## src/rtl/interrupt_sequencer_pkg.sv

```systemverilog
// Shared constants for the interrupt sequencer: IVT layout, vector indices, memory op codes, FSM states.
// No logic; constants only.
// Imported by the sequencer RTL and the bench.
package interrupt_sequencer_pkg;

   // IVT geometry and special indices
   localparam int          IDX_W_DEF     = 6;
   localparam logic [15:0] IVT_BASE_DEF  = 16'hFF80;
   localparam int          RESET_IDX_DEF = 63;
   localparam int          NMI_MIN_DEF   = 61;

   // Named vector indices (byte address = IVT_BASE + 2*idx)
   localparam int IVT_PORT1 = 50;   // 0xFFE4
   localparam int IVT_NMI   = 62;   // 0xFFFC
   localparam int IVT_RESET = 63;   // 0xFFFE

   // Memory operation encodings
   localparam logic [1:0] MEMOP_NONE    = 2'b00;
   localparam logic [1:0] MEMOP_PUSH_PC = 2'b01;
   localparam logic [1:0] MEMOP_PUSH_SR = 2'b10;
   localparam logic [1:0] MEMOP_READ_VEC = 2'b11;

   // FSM state encodings
   localparam logic [2:0] ST_IDLE    = 3'd0;
   localparam logic [2:0] ST_ACK     = 3'd1;
   localparam logic [2:0] ST_PUSH_PC = 3'd2;
   localparam logic [2:0] ST_PUSH_SR = 3'd3;
   localparam logic [2:0] ST_FETCH   = 3'd4;
   localparam logic [2:0] ST_LOAD    = 3'd5;

endpackage

```

## src/rtl/interrupt_sequencer.sv

```systemverilog
// Accepts a daisy-chain interrupt request, acks the chain head and runs entry: push PC, push SR, clear SR, fetch vector, load PC.
// Latency: INTACK 1 cycle after take; maskable entry ends with PCload 5 cycles after take, reset entry 3 cycles after take.
// Backpressure: each memory step holds until MemRdy; the core is stalled (IntBusy) for the whole sequence.
module interrupt_sequencer
   import interrupt_sequencer_pkg::*;
#(
   parameter int          IDX_W     = IDX_W_DEF,
   parameter logic [15:0] IVT_BASE  = IVT_BASE_DEF,
   parameter int          RESET_IDX = RESET_IDX_DEF,
   parameter int          NMI_MIN   = NMI_MIN_DEF
) (
   input  logic             MCLK,
   input  logic             RST,
   input  logic             INTREQ,
   input  logic [IDX_W-1:0] IntAddr,
   input  logic             GIE,
   input  logic             InstrDone,
   input  logic             MemRdy,
   output logic             INTACK,
   output logic             IntBusy,
   output logic             MemReq,
   output logic [1:0]       MemOp,
   output logic [15:0]      VecAddr,
   output logic             SRclr,
   output logic             PCload,
   output logic [IDX_W-1:0] IntIdx
);

   localparam logic [IDX_W-1:0] L_RESET_IDX = IDX_W'(RESET_IDX);
   localparam logic [IDX_W-1:0] L_NMI_MIN   = IDX_W'(NMI_MIN);

   logic [2:0]       r_state;
   logic [2:0]       w_state_nxt;
   logic [IDX_W-1:0] r_idx;
   logic [IDX_W-1:0] w_idx_nxt;
   logic             w_req_reset;
   logic             w_take;
   logic             w_preempt;
   logic             w_mem_state;

   // A reset-index request bypasses GIE and instruction boundaries; NMIs bypass GIE only
   assign w_req_reset = INTREQ & (IntAddr == L_RESET_IDX);
   assign w_take      = w_req_reset | (INTREQ & InstrDone & (GIE | (IntAddr >= L_NMI_MIN)));
   // A reset request aborts any sequence in flight unless that sequence is already the reset entry
   assign w_preempt   = (r_state != ST_IDLE) & w_req_reset & (r_idx != L_RESET_IDX);

   // Next-state and latched-index selection
   always_comb begin
      w_state_nxt = r_state;
      w_idx_nxt   = r_idx;
      if (w_preempt) begin
         w_state_nxt = ST_ACK;
         w_idx_nxt   = L_RESET_IDX;
      end else begin
         case (r_state)
            ST_IDLE: begin
               if (w_take) begin
                  w_state_nxt = ST_ACK;
                  w_idx_nxt   = IntAddr;
               end
            end
            ST_ACK:     w_state_nxt = (r_idx == L_RESET_IDX) ? ST_FETCH : ST_PUSH_PC;
            ST_PUSH_PC: if (MemRdy) w_state_nxt = ST_PUSH_SR;
            ST_PUSH_SR: if (MemRdy) w_state_nxt = ST_FETCH;
            ST_FETCH:   if (MemRdy) w_state_nxt = ST_LOAD;
            ST_LOAD:    w_state_nxt = ST_IDLE;
            default:    w_state_nxt = ST_IDLE;
         endcase
      end
   end

   // State and index registers with synchronous reset
   always_ff @(posedge MCLK) begin
      if (RST) begin
         r_state <= ST_IDLE;
         r_idx   <= '0;
      end else begin
         r_state <= w_state_nxt;
         r_idx   <= w_idx_nxt;
      end
   end

   // Output decode from registered state; pulses are suppressed while RST is high and
   // the memory request is withdrawn in the preemption cycle so no partial push completes
   always_comb begin
      w_mem_state = (r_state == ST_PUSH_PC) | (r_state == ST_PUSH_SR) | (r_state == ST_FETCH);
      IntBusy     = (r_state != ST_IDLE);
      INTACK      = (r_state == ST_ACK) & ~RST;
      PCload      = (r_state == ST_LOAD) & ~RST;
      SRclr       = (r_state == ST_PUSH_SR) & MemRdy & ~w_preempt & ~RST;
      MemReq      = w_mem_state & ~w_preempt;
      case (r_state)
         ST_PUSH_PC: MemOp = MEMOP_PUSH_PC;
         ST_PUSH_SR: MemOp = MEMOP_PUSH_SR;
         ST_FETCH:   MemOp = MEMOP_READ_VEC;
         default:    MemOp = MEMOP_NONE;
      endcase
   end

   // IVT_BASE is aligned to the table size, so the entry address is a plain concatenation
   assign VecAddr = {IVT_BASE[15:IDX_W+1], r_idx, 1'b0};
   assign IntIdx  = r_idx;

endmodule

```

## config.mk

```make
export PLATFORM = sky130hd
export DESIGN_NAME = interrupt_sequencer
export DESIGN_NICKNAME = d
export VERILOG_FILES = /design/src/rtl/interrupt_sequencer_pkg.sv /design/src/rtl/interrupt_sequencer.sv
export SDC_FILE = /design/constraint.sdc
export NUM_CORES = 1
export LEC_CHECK = 0
export CORE_MARGIN = 5
export CORE_UTILIZATION = 40
export CTS_CLUSTER_SIZE = 20
export DETAILED_ROUTE_END_ITERATION = 8
export DONT_BUFFER_PORTS = 1
export HOLD_SLACK_MARGIN = 0.1
export SYNTH_ARGS = -nofsm -noshare
export SYNTH_HDL_FRONTEND = slang
export SYNTH_SLANG_ARGS = --single-unit
```

## constraint.sdc

```tcl
create_clock -name MCLK -period 3.5 [get_ports MCLK]
set_input_delay 0 -clock MCLK [delete_from_list [all_inputs] [get_ports MCLK]]
set_output_delay 0 -clock MCLK [all_outputs]
set_load 0.005 [all_outputs]
```

==> flow_metrics.py <==
metrics = {
    "setup_path": {
        "critical_path_class": "reg -> reg",
        "cp_max_fo": 4,
        "cpPeakStageDelay_ns": 0.57,
        "required_ns": 3.70,
        "start_kind": "register",
        "critical_path.startpoint": "IntIdx[2]",
        "rrSetupSlack_ns": 1.72,
        "crit_slowest_cell": "dlygate4sd3_1",
        "end_kind": "register",
        "worstPathCellList": "nand4_1, o31ai_1, nand2_1, a211oi_1, dlygate4sd3_1",
        "arrival_ns": 1.98,
        "r2r_start": "IntIdx[2]",
        "r2r_cells": 5,
        "r2r_end": "r_state[2]",
    },
    "worst_hold_path": {
        "worstHoldPathType": "in -> out",
        "holdPathEnd": "SRclr",
        "hold_depth": 2,
        "hp-start": "MemRdy",
    },
    "detailed_routing": {
        "drc": 0,
        "ant_nets": 0,
        "viasPerCell": 5.57,
        "wl_um": 1530,
        "vias": 535,
        "firstDrtPassIters": 4,
        "first_iter_violations": 6,
        "wire_per_inst_um": 15.9,
    },
    "die": {
        "chipHeight_um": 50.4,
        "core_um2": 1520,
        "ioPinCount": 41,
        "die_w_um": 50.4,
        "rows": 14,
        "die_area_um2": 2540,
        "start_util_pct": 42.8,
    },
    "logic_synthesis": {
        "yosys.cell_count.top_type": "buf_4",
        "async_flop_share_pct": 0,
        "ys_types": 29,
        "synth_area_leader_cell": "dfxtp_1",
        "yosys_warnings": 0,
        "syn_area_um2": 652,
        "synth_area_leaders": "dfxtp_1 (28%), buf_4 (18%), o221a_1 (10%), nand2_1 (5.2%), inv_1 (2.9%)",
        "avgSynthCellArea_um2": 8.47,
        "synthTopCellsByCount": "buf_4 (16), dfxtp_1 (9), nand2_1 (9)",
        "synthDominantCellAreaShare_pct": 27.6,
        "ys_ff_latch": 9,
        "synth_edf_count": 0,
        "yosysSeqAreaShare_pct": 27.6,
        "syn_inst": 77,
        "synth-main-ff-cell": "dfxtp_1",
    },
    "global_route": {
        "antenna_found_initial": 0,
        "grt_max_degree": 11,
        "grt_usage_pct": 12.8,
        "grt_pass1_vias": 516,
        "grt_overflow": 0,
        "grt_pass1_wl_um": 2590,
    },
    "sta": {
        "finalCritPeriodShare_pct": 50.9,
        "period_minus_slack_ns": 1.78,
        "rsz0062_at_grt": "no",
        "finalClockSkew_ns": 0.00164,
        "setup_viol": 0,
        "fmax_mhz": 562,
        "slew_viol_final": 0,
        "setup_tns_ns": 0,
        "finalHoldViolations": 0,
    },
    "clock_tree": {
        "cts_sinks": 9,
        "cts-resized-gates": 0,
        "cts_max_level": 1,
        "hold_buffers": 9,
        "clk_path_buf_depth": 2,
        "clk_pin_slew_worst_paths_ns": 0.06,
        "cts_root_buffer": "clkbuf_4",
        "post-cts-setup-buffer-count": 0,
        "numCtsBuffers": 3,
        "clk_latency_ns": 0.26,
        "cts_tree": "done",
    },
    "pwr": {
        "cellLeakagePower_nw": 0.279,
        "vdd_ir_drop_max_uv": 216,
        "power_density_nw_per_um2": 390,
        "power_mw": 0.269,
    },
    "cells_and_area": {
        "drive_above_1_share_pct": 12.5,
        "nets": 93,
        "utilization_pct": 45.3,
        "area_growth_pct": 5.95,
        "fillers": 156,
        "n_antenna_cell": 0,
    },
    "run": {
        "cap_violations": 0,
    },
    "placement": {
        "numPortBuffers": 0,
        "dp_hpwl_um": 1130,
        "gp_congestion": 0.719,
    },
    "run_status": {
        "status": "finished clean",
    },
}
==> through the flow <==
step / cell area (um^2) / cells / setup slack (ns) / hold WS [ns]
after detailed placement: 574 / 83 / 2.01 / 0.0399
after global routing: 691 / 96 / 1.58 / 0.142
final: 691 / 96 / 1.72 / 0.121
after floorplan: 682 / 85 / 2.17 / 0.0342
after CTS: 691 / 96 / 1.73 / 0.121
after global placement: 574 / 83 / 2.04 / 0.0395
==> cells by family (layout without fill, tap and decap cells) <==
| family | after synthesis | after routing | synth area share, % |
|---|---|---|---|
| other cells | 2 | 10 | 1.15 |
| buf+inv | 23 | 18 | 22.5 |
| simple gates | 21 | 21 | 17.3 |
| fa+ha+maj | 1 | 1 | 1.54 |
| flops | 9 | 9 | 27.6 |
| compound gates | 21 | 21 | 29.9 |
==> worst max-delay path: cells and delay by family (launching register included) <==
kind,cells,cell delay [ns]
buffers and inverters,1,0.57
AOI/OAI and AO/OA,2,0.46
DFF,1,0.42
and+or+nand+nor,2,0.27
==> cell usage in the layout (no fill, tap or decap), drive strengths merged <==
master / n
conb: 10
nand2: 10
dfxtp: 9
dlygate4sd3: 9
o221a: 7
inv: 5
clkbuf: 4
a21oi: 3
o21ai: 3
and3: 2
nand4: 2
nor3: 2
nor2: 1
nor2b: 1
and4: 1
o211a: 1
nor4: 1
nand2b: 1
a221oi: 1
o21a: 1
a311o: 1
a21o: 1
o31ai: 1
a211oi: 1
maj3: 1
o22ai: 1
==> layout make-up <==
| cell class | count | area, um^2 | area share [%] |
|---|---|---|---|
| inverter | 5 | 18.8 | 2.72 |
| multi-input combinational | 53 | 355 | 51.4 |
| timing repair buffer | 9 | 90.1 | 13.0 |
| tap | 16 | 20.0 | 2.90 |
| sequential | 9 | 180 | 26.1 |
| clock buffer | 4 | 26.3 | 3.80 |
==> worst max path at each step <==
stage                       to  slack, ns
floorplan            IntIdx[0]       2.17
global placement     IntIdx[0]       2.04
detailed placement   IntIdx[5]       2.01
CTS                 r_state[2]       1.73
global route        r_state[2]       1.58
finish              r_state[2]       1.72
==> routing by layer <==
metal	wire, um	vias up	GRT usage, %
li1	-	258	-
met1	629	250	16.0
met2	749	25	19.5
met3	135	2	6.21
met4	15	0	3.83
met5	0	-	0
==> power breakdown <==
| group | internal (mW) | switching (mW) | leakage (nW) |
|---|---|---|---|
| Sequential | 0.111 | 0.0169 | 0.0733 |
| Combinational | 0.0280 | 0.0333 | 0.191 |
| Clock | 0.0439 | 0.0359 | 0.0150 |
| Total | 0.183 | 0.0861 | 0.279 |
==> state kept, by name, summed over array words and instances, names as in the netlist <==
register / count
IntIdx: 6
r_state: 3
No activity file was read; power rests on OpenSTA's default activity.
